$ cat src/rtl/wb_arbiter.sv
// Writeback arbiter: merges ALU/SFU/BRU/AGU results onto NPORTS PRF write ports through an overflow FIFO.
// Optional performance counters are enabled with `define WB_ARB_PERF_EN.
module wb_arbiter #(
  parameter int NPORTS = 2,
  parameter int DEPTH  = 8,
  parameter int PRW    = 6
) (
  input  logic                  clk,
  input  logic                  rst,
  input  logic [31:0]           aluoutw,
  input  logic [PRW-1:0]        alurdw,
  input  logic                  aluenw,
  input  logic [31:0]           sfuoutw,
  input  logic [PRW-1:0]        sfurdw,
  input  logic                  sfuenw,
  input  logic [31:0]           aguoutw,
  input  logic [PRW-1:0]        agurdw,
  input  logic                  aguenw,
  input  logic                  pre_rightw,
  input  logic                  b_typew,
  input  logic                  real_directionw,
  input  logic [31:0]           addrw,
  input  logic [PRW-1:0]        brurdw,
  input  logic                  bruenw,
  input  logic [31:0]           bru_link,
  output logic [NPORTS-1:0]     wb_we,
  output logic [PRW*NPORTS-1:0] wb_waddr,
  output logic [32*NPORTS-1:0]  wb_wdata,
  output logic                  stall,
  output logic                  recover,
  output logic [31:0]           redirect_pc,
  output logic                  bp_valid,
  output logic                  bp_taken,
  output logic                  bp_btype,
  output logic [31:0]           bp_target
`ifdef WB_ARB_PERF_EN
  ,
  output logic [31:0]           perf_branches,
  output logic [31:0]           perf_mispredicts,
  output logic [31:0]           perf_stall_cycles
`endif
);

  localparam int PW = $clog2(DEPTH);
  localparam int CW = $clog2(DEPTH + 1);
  localparam int EW = PRW + 32;

  logic [EW-1:0]          mem_q [DEPTH];
  logic [PW-1:0]          rd_ptr_q, rd_ptr_d, wr_ptr_q, wr_ptr_d;
  logic [CW-1:0]          count_q, count_d, deq;
  logic                   stall_q, stall_d;
  logic [3:0]             deq4;
  logic [3:0]             req;
  logic [EW-1:0]          req_ent [4];
  logic [3:0]             pos [4];
  logic [3:0]             enq_v;
  logic [EW-1:0]          enq_ent [4];
  logic [2:0]             enq_n;
  logic [NPORTS-1:0]      we_q, we_d;
  logic [PRW*NPORTS-1:0]  waddr_q, waddr_d;
  logic [32*NPORTS-1:0]   wdata_q, wdata_d;
  logic                   accept, bru_acc;
  logic                   recover_q, bp_valid_q, bp_taken_q, bp_btype_q;
  logic [31:0]            redirect_q, bp_target_q;

  assign accept  = ~stall_q;
  assign bru_acc = accept & bruenw;

  // Requests in fixed priority order alu, sfu, bru, agu; rd==0 never writes.
  assign req[0] = accept & aluenw & (alurdw != '0);
  assign req[1] = accept & sfuenw & (sfurdw != '0);
  assign req[2] = bru_acc & ~b_typew & (brurdw != '0);
  assign req[3] = accept & aguenw & (agurdw != '0);
  assign req_ent[0] = {alurdw, aluoutw};
  assign req_ent[1] = {sfurdw, sfuoutw};
  assign req_ent[2] = {brurdw, bru_link};
  assign req_ent[3] = {agurdw, aguoutw};

  assign deq  = (count_q < CW'(NPORTS)) ? count_q : CW'(NPORTS);
  assign deq4 = 4'(deq);

  // Candidate position of each request behind the dequeued FIFO entries.
  always_comb begin
    pos[0] = deq4;
    for (int j = 1; j < 4; j++) pos[j] = pos[j-1] + {3'b000, req[j-1]};
  end

  always_comb begin
    we_d    = '0;
    waddr_d = '0;
    wdata_d = '0;
    for (int p = 0; p < NPORTS; p++) begin
      if (4'(p) < deq4) begin
        we_d[p] = 1'b1;
        {waddr_d[p*PRW +: PRW], wdata_d[p*32 +: 32]} = mem_q[rd_ptr_q + PW'(p)];
      end
      for (int j = 0; j < 4; j++) begin
        if (req[j] && (pos[j] == 4'(p))) begin
          we_d[p] = 1'b1;
          {waddr_d[p*PRW +: PRW], wdata_d[p*32 +: 32]} = req_ent[j];
        end
      end
    end
    enq_v = '0;
    enq_n = '0;
    for (int k = 0; k < 4; k++) begin
      enq_ent[k] = '0;
      for (int j = 0; j < 4; j++) begin
        if (req[j] && (pos[j] == 4'(NPORTS + k))) begin
          enq_v[k]   = 1'b1;
          enq_ent[k] = req_ent[j];
        end
      end
      enq_n = enq_n + {2'b00, enq_v[k]};
    end
  end

  // An accepting cycle always sees at least four free entries, so no overflow check is needed.
  always_comb begin
    count_d  = count_q + CW'(enq_n) - deq;
    rd_ptr_d = rd_ptr_q + PW'(deq);
    wr_ptr_d = wr_ptr_q + PW'(enq_n);
    stall_d  = (CW'(DEPTH) - count_d) < CW'(4);
  end

  always_ff @(posedge clk) begin
    for (int k = 0; k < 4; k++)
      if (enq_v[k]) mem_q[wr_ptr_q + PW'(k)] <= enq_ent[k];
  end

  always_ff @(posedge clk or posedge rst) begin
    if (rst) begin
      count_q     <= '0;
      rd_ptr_q    <= '0;
      wr_ptr_q    <= '0;
      stall_q     <= 1'b0;
      we_q        <= '0;
      waddr_q     <= '0;
      wdata_q     <= '0;
      recover_q   <= 1'b0;
      redirect_q  <= '0;
      bp_valid_q  <= 1'b0;
      bp_taken_q  <= 1'b0;
      bp_btype_q  <= 1'b0;
      bp_target_q <= '0;
    end else begin
      count_q    <= count_d;
      rd_ptr_q   <= rd_ptr_d;
      wr_ptr_q   <= wr_ptr_d;
      stall_q    <= stall_d;
      we_q       <= we_d;
      waddr_q    <= waddr_d;
      wdata_q    <= wdata_d;
      bp_valid_q <= bru_acc;
      recover_q  <= bru_acc & ~pre_rightw;
      if (bru_acc) begin
        bp_taken_q  <= real_directionw;
        bp_btype_q  <= b_typew;
        bp_target_q <= addrw;
      end
      if (bru_acc & ~pre_rightw) redirect_q <= addrw;
    end
  end

  assign wb_we       = we_q;
  assign wb_waddr    = waddr_q;
  assign wb_wdata    = wdata_q;
  assign stall       = stall_q;
  assign recover     = recover_q;
  assign redirect_pc = redirect_q;
  assign bp_valid    = bp_valid_q;
  assign bp_taken    = bp_taken_q;
  assign bp_btype    = bp_btype_q;
  assign bp_target   = bp_target_q;

`ifdef WB_ARB_PERF_EN
  logic [31:0] perf_br_q, perf_mp_q, perf_st_q;

  always_ff @(posedge clk or posedge rst) begin
    if (rst) begin
      perf_br_q <= '0;
      perf_mp_q <= '0;
      perf_st_q <= '0;
    end else begin
      if (bp_valid_q) perf_br_q <= perf_br_q + 32'd1;
      if (recover_q)  perf_mp_q <= perf_mp_q + 32'd1;
      if (stall_q)    perf_st_q <= perf_st_q + 32'd1;
    end
  end

  assign perf_branches     = perf_br_q;
  assign perf_mispredicts  = perf_mp_q;
  assign perf_stall_cycles = perf_st_q;
`endif

endmodule

$ cat config.mk
export PLATFORM = sky130hd
export DESIGN_NAME = wb_arbiter
export DESIGN_NICKNAME = d
export VERILOG_FILES = /design/src/rtl/wb_arbiter.sv
export SDC_FILE = /design/constraint.sdc
export NUM_CORES = 2
export LEC_CHECK = 0
export ABC_AREA = 0
export CORE_MARGIN = 5
export CORE_UTILIZATION = 36
export DETAILED_ROUTE_END_ITERATION = 6
export HOLD_SLACK_MARGIN = 0.12
export PLACE_DENSITY = 0.59
export SKIP_LAST_GASP = 1
export SYNTH_ARGS = -nofsm -noshare
export SYNTH_HDL_FRONTEND = slang
export SYNTH_SLANG_ARGS = --single-unit
$ cat constraint.sdc
create_clock -name clk -period 11.93 [get_ports clk]
set_input_delay 3.579 -clock clk [delete_from_list [all_inputs] [get_ports clk]]
set_output_delay 3.579 -clock clk [all_outputs]
set_load 0.02 [all_outputs]
## Yosys cells after proc, flatten, opt, wreduce, memory -nomap -nowiden

Memories as Yosys holds them, arrays and structs flattened.
Index checks and enable logic that the tools add are counted.

| operators by class | value |
|---|---|
| bitwise logic cells | 13 |
| $lt $le $gt $ge | 4 |
| reductions and logical operators | 32 |
| eq/ne operators | 20 |
| muxes and demuxes | 71 |
| add/sub/neg operators | 15 |

Operators with widths:

| operator | number |
|---|---|
| 2-to-1 mux 38 bit | 16 |
| 2-to-1 mux 32 bit | 10 |
| 2-to-1 mux 6 bit | 10 |
| 2-to-1 mux 1 bit | 34 |
| equality test 4 x 2 -> 1 bit (second input constant) | 8 |
| equality test 4 x 3 -> 1 bit (second input constant) | 8 |
| logical AND 1 bit | 24 |
| nonzero test 6 bit | 4 |
| equality test 4 x 1 -> 1 bit (second input constant) | 4 |
| zero test 4 bit | 4 |
| adder 4 x 1 -> 4 bit | 3 |
| bitwise AND 1 bit | 10 |
| less-than comparator 1 x 4 -> 1 bit (first input constant) | 2 |
| adder 3 x 1 -> 3 bit (second input constant) | 2 |
| adder 3 x 2 -> 3 bit (second input constant) | 2 |
| adder 3 bit | 2 |
| adder 4 x 3 -> 4 bit | 1 |
| less-than comparator 4 x 2 -> 1 bit (second input constant) | 1 |
| less-than comparator 4 x 3 -> 1 bit (second input constant) | 1 |
| 2-to-1 mux 4 bit | 1 |
| subtractor 4 bit | 1 |
| subtractor 4 bit (first input constant) | 1 |
| adder 2 x 1 -> 3 bit | 1 |
| adder 3 x 1 -> 3 bit | 1 |
| 2 further kinds | 4 |

| word-level totals | value |
|---|---|
| memories | 1 |
| memory bits (writable) | 304 |
| word-level logic and storage cells | 169 |
| register bits after elaboration | 157 |
| output and inout port bits | 147 |

Memory list:

| name | depth | width | read ports | clocked after Yosys merged registers in | write ports | line | source |
|---|---|---|---|---|---|---|---|
| mem_q | 8 | 38 | 2 | 0 | 4 | 48 | `logic [EW-1:0] mem_q [DEPTH];` |

## Longest topological paths before layout

| depth | value |
|---|---|
| depth in word-level cells | 16 |
| mapped depth | 29 |
| mapped depth without buffers | 24 |

## Worst setup path after synthesis

Ideal clock, no wire load.

| timing path | value |
|---|---|
| kind | input port to flip-flop |
| start | input port alurdw[4] |
| end | memory mem_q[0][0] (netlist bit), enable pin |
| setup time | 0.566 ns |
| cell stages on the path | 14 |
| slack | 0.005 ns |
| data arrival time | 11.360 ns |
| path buffers | 2 |
| path through | or4_1 o21a_1 ha_1 ha_1 ha_1 ha_1 xnor3_2 o311a_1 o211a_2 and2_1 buf_6 buf_2 o21ai_0 o311ai_0 |

RTL lines:

| item | line | source |
|---|---|---|
| start, declared | 11 | `input logic [PRW-1:0] alurdw,` |
| end, declared | 48 |  |

## Worst setup path in the final report

| timing path | value |
|---|---|
| start | input port sfurdw[5] |
| end | register stall_q (netlist: stall) |

| on the way | value |
|---|---|
| word-level cells in the longest chain between the ends | 14 |
| elaborated cells on any way between the ends | 43 |
| classes of those cells | 8 x add/sub; 1 x order compare; 8 x eq/ne; 12 x mux; 1 x bitwise; 13 x reduce/logical |

Ends and longest elaborated chain:

| item | line | source |
|---|---|---|
| start, declared | 14 | `input logic [PRW-1:0] sfurdw,` |
| nonzero test 6 bit (*) | 71 | `assign req[1] = accept & sfuenw & (sfurdw != '0);` |
| bitwise AND 1 bit (*) | 71 |  |
| adder 4 x 1 -> 4 bit | 85 | `for (int j = 1; j < 4; j++) pos[j] = pos[j-1] + {3'b000, req[j-1]};` |
| adder 4 x 1 -> 4 bit / equality test 4 x 2 -> 1 bit (equally long branches) | 85, 109 |  |
| equality test 4 x 2 -> 1 bit / logical AND 1 bit (equally long branches) | 109 | `if (req[j] && (pos[j] == 4'(NPORTS + k))) begin` |
| logical AND 1 bit / 2-to-1 mux 1 bit (equally long branches) | 109 |  |
| 2-to-1 mux 1 bit | 109 |  |
| adder 1 x 1 -> 2 bit | 114 | `enq_n = enq_n + {2'b00, enq_v[k]};` |
| adder 2 x 1 -> 3 bit | 114 |  |
| adder 3 x 1 -> 3 bit (*) | 114 |  |
| adder 4 x 3 -> 4 bit (*) | 120 | `count_d = count_q + CW'(enq_n) - deq;` |
| subtractor 4 bit (*) | 120 |  |
| via count_d[3] | 50 | `logic [CW-1:0] count_q, count_d, deq;` |
| subtractor 4 bit (*) | 123 | `stall_d = (CW'(DEPTH) - count_d) < CW'(4);` |
| less-than comparator 4 x 3 -> 1 bit (*) | 123 |  |
| via stall_d | 51 | `logic stall_q, stall_d;` |
| end signal, assigned | 150 | `stall_q <= stall_d;` |
| end, declared | 51 |  |

Mark *: on every way through the listed nets, which the timed path passes. The rest lies on a longest branch.
A chain may end at the register's enable or synchronous reset.

==> results.txt <==
Outcome - finished, violations left
Violations in the final reports - design-rule violations
Filler cell count - 8,965
Vias in the first global route - 31.3k
Flop-to-flop setup slack - 4.76 ns
Top FF cell, synth - edfxtp_1
Clock root buffer - clkbuf_16
Clock sink count - 461
Share of cells above drive strength 1 - 0.148
Clock skew - 0.0192 ns
Final WL - 165 mm
Pre-CTS WS - 1.44 ns
Syn Inst Count - 3,393
Critical path class - input pin to register
Delay-heaviest family, CP - adder cells
Most frequent cells in the layout - 361 x mux2i_1, 340 x nand2_1, 339 x clkdlybuf4s50_1
Tmin final - 9.96 ns
Worst R2R Path Depth - 23
First-pass GRT wire length - 234 mm
Total gr overflow - 0
H-tree depth - 2
Row count - 113
RR Startpoint - count_q[3]$_DFF_PP0_
PD cells - 332 nW/um^2
Die Span Y - 320 um
Worst Path Max Fanout - 24
Area growth from synthesis to layout - 18.0%
DP Wirelength - 107 mm
Post-CTS setup repair buffer count - 0
Remaining antenna violation count - 0
CP arrival - 10.48 ns
Hold WC Path Type - register to register
Core Area - 95,200 um^2
Max-slew violations - 0
YS warnings - 0
Synth top area share - 0.264
Worst IR drop on VDD - 0.290 mV
Period utilisation layout - 0.835
Setup crit end - stall$_DFF_PP0_
Port bufs - 339
Initial antenna violation count - 6
Worst hold stages - 2
Design Area, Final - 40,800 um^2
Final layout net count - 3,764
# DRC - 27
Post-CTS sizing - 0
Syn Nets - 3,609
DR vias/cell - 6.86
Crit path buf inv count - 4
Num CTS Buffers - 50
Cells along the critical path - clkdlybuf4s50_1 -> or4_1 -> o21ai_2 -> inv_2 -> ha_1 -> ha_1 -> and3b_1 -> o21ai_0 -> o211a_2 -> and2_4 -> or2_2 -> inv_1 -> fa_1 -> inv_1 -> ha_1 -> ha_1 -> ha_1 -> ha_1 -> a21o_1 -> a21oi_1 -> xor2_1 -> nor2_1 -> a21o_1
Worst-path clk slew - 0.06 ns
Final Hold Slack - 0.470 ns
Hold-fix buffer count after cts - 0
Die width - 320 um
GPL Wtd Cong - 0.939
Worst R2R End - stall$_DFF_PP0_
CTS tree - done
Cell Area, Synth - 34,600 um^2
Setup violations, final - 0
Setup crit start - sfurdw[5]
Placement Cell Area - 39,100 um^2
Asr flop ratio synth - 0.341
Endpoints failing hold - 0
Drt wl/cell - 34.0 um
Largest net degree at the start of global routing - 99
Total GRT Usage - 0.307
Clock Latency Late Sink - 0.63 ns
Synth area leader - edfxtp_1
Max-cap viol count - 0
Register area - 13,100 um^2
Crit path depth - 23
Synth area leaders - edfxtp_1 26%, dfrtp_1 11%, mux2i_1 10%
Unique masters post-synth - 71
Setup TNS - 0 ns
Avg Cell Area, Syn - 10.2 um^2
Post-synthesis sequential area ratio - 0.378
Most common cell after layout, fill and taps aside - mux2i_1
Crit-path max cell delay - 0.74 ns
RSZ-0062 raised after global routing - no
Min-Delay Startpoint - bp_target[14]$_DFFE_PP0P_
CP dominant cell by count - ha_1
Die Footprint - 102,000 um^2
Starting Density - 0.363
Rel. slew slack - 0.0982
Required @ worst endpoint - 12.45 ns
Crit start category - input pin
Slowest stage cell, crit path - or4_1
Post-synth EDFFs - 304
Max frequency - 100 MHz
Drt pass-1 iters - 7
Vias - 33.3k
Area of the multi-input gates - 20,100 um^2
Max clock buf depth - 3
Initial drt markers - 5,341
Final worst slack - 1.97 ns
# IOs - 340
CP endpoint kind - register
Worst Tran Pin Value - 1.35 ns
Seq cells post-synth - 461
Leak Pwr - 0.0160 uW
## routing by layer
layer | GRT usage | up-vias | wire [um]
li1 | - | 13700 | -
met1 | 0.393 | 16100 | 60600
met2 | 0.463 | 2888 | 71000
met3 | 0.0994 | 669 | 22400
met4 | 0.164 | 2 | 11100
met5 | 0.00278 | - | 17
## report_power, final
| group | switching, uW | internal [uW] |
|---|---|---|
| clock network | 708 | 969 |
| registers | 380 | 2870 |
| logic | 5300 | 3320 |
| total | 6390 | 7170 |
## cell type report
class	instances	share of cell area
Clock inverter	21	0.00650
Timing Repair Buffer	449	0.103
Antenna cell	4	0.000245
Sequential cell	461	0.320
Clock buffer	69	0.0352
Multi-Input combinational cell	2548	0.492
Inverter	38	0.00368
Tap cell	1265	0.0388
## worst min path at each step
| stage | end | slack, ns |
|---|---|---|
| finish | bp_target[14]$_DFFE_PP0P_ | 0.47 |
| global route | bp_target[19]$_DFFE_PP0P_ | 0.49 |
| CTS | bp_target[11]$_DFFE_PP0P_ | 0.48 |
| detailed placement | bp_target[11]$_DFFE_PP0P_ | 0.46 |
| global placement | bp_target[21]$_DFFE_PP0P_ | 0.46 |
| floorplan | rd_ptr_q[0]$_DFF_PP0_ | 0.51 |
## stage by stage
stage                     power (uW)  utilization  cells
final                          13600        0.429   4855
after CTS                      13300        0.429   4851
after floorplan                 8610            -   3393
after global placement         11500        0.411   4761
after detailed placement       11600        0.411   4761
after global routing           14000        0.429   4851
## cells in the mapped netlist, drive strengths merged (61+ instances only)
library cell,count
nand3,61
edfxtp,304
nor2,179
a31oi,100
o211ai,85
o22ai,160
buf,160
mux2i,362
clkbuf,186
mux2,72
a22oi,144
a21oi,329
o21ai,223
mux4,152
nand2,344
dfrtp,157
## worst register-to-register path, delay by kind of cell, from the launching register on
kind	cells	cell delay [ns]
buf+inv	3	0.82
xor+xnor	1	0.24
simple gates	6	1.67
flops	1	0.42
compound gates	5	1.26
fa+ha+maj	8	2.67
## sequential cells by signal, indices dropped and copies added (netlist names)
| signal | count |
|---|---|
| count_q | 4 |
| bp_btype | 1 |
| bp_target | 32 |
| stall | 1 |
| bp_valid | 1 |
| wb_we | 2 |
| rd_ptr_q | 3 |
| wr_ptr_q | 3 |
| wb_waddr | 12 |
| wb_wdata | 64 |
| recover | 1 |
| redirect_pc | 32 |
| mem_q | 304 |
| bp_taken | 1 |
## cell families after synthesis
group                      after synthesis  share of synthesized area
adders and majority gates               23                    0.00919
and+or+nand+nor                        719                     0.0953
AOI/OAI and AO/OA                     1207                      0.237
xor gates and xnor gates                13                    0.00373
buffers and inverters                  384                     0.0499
DFF                                    461                      0.378
muxes                                  586                      0.227
No activity file was read; power rests on OpenSTA's default activity.
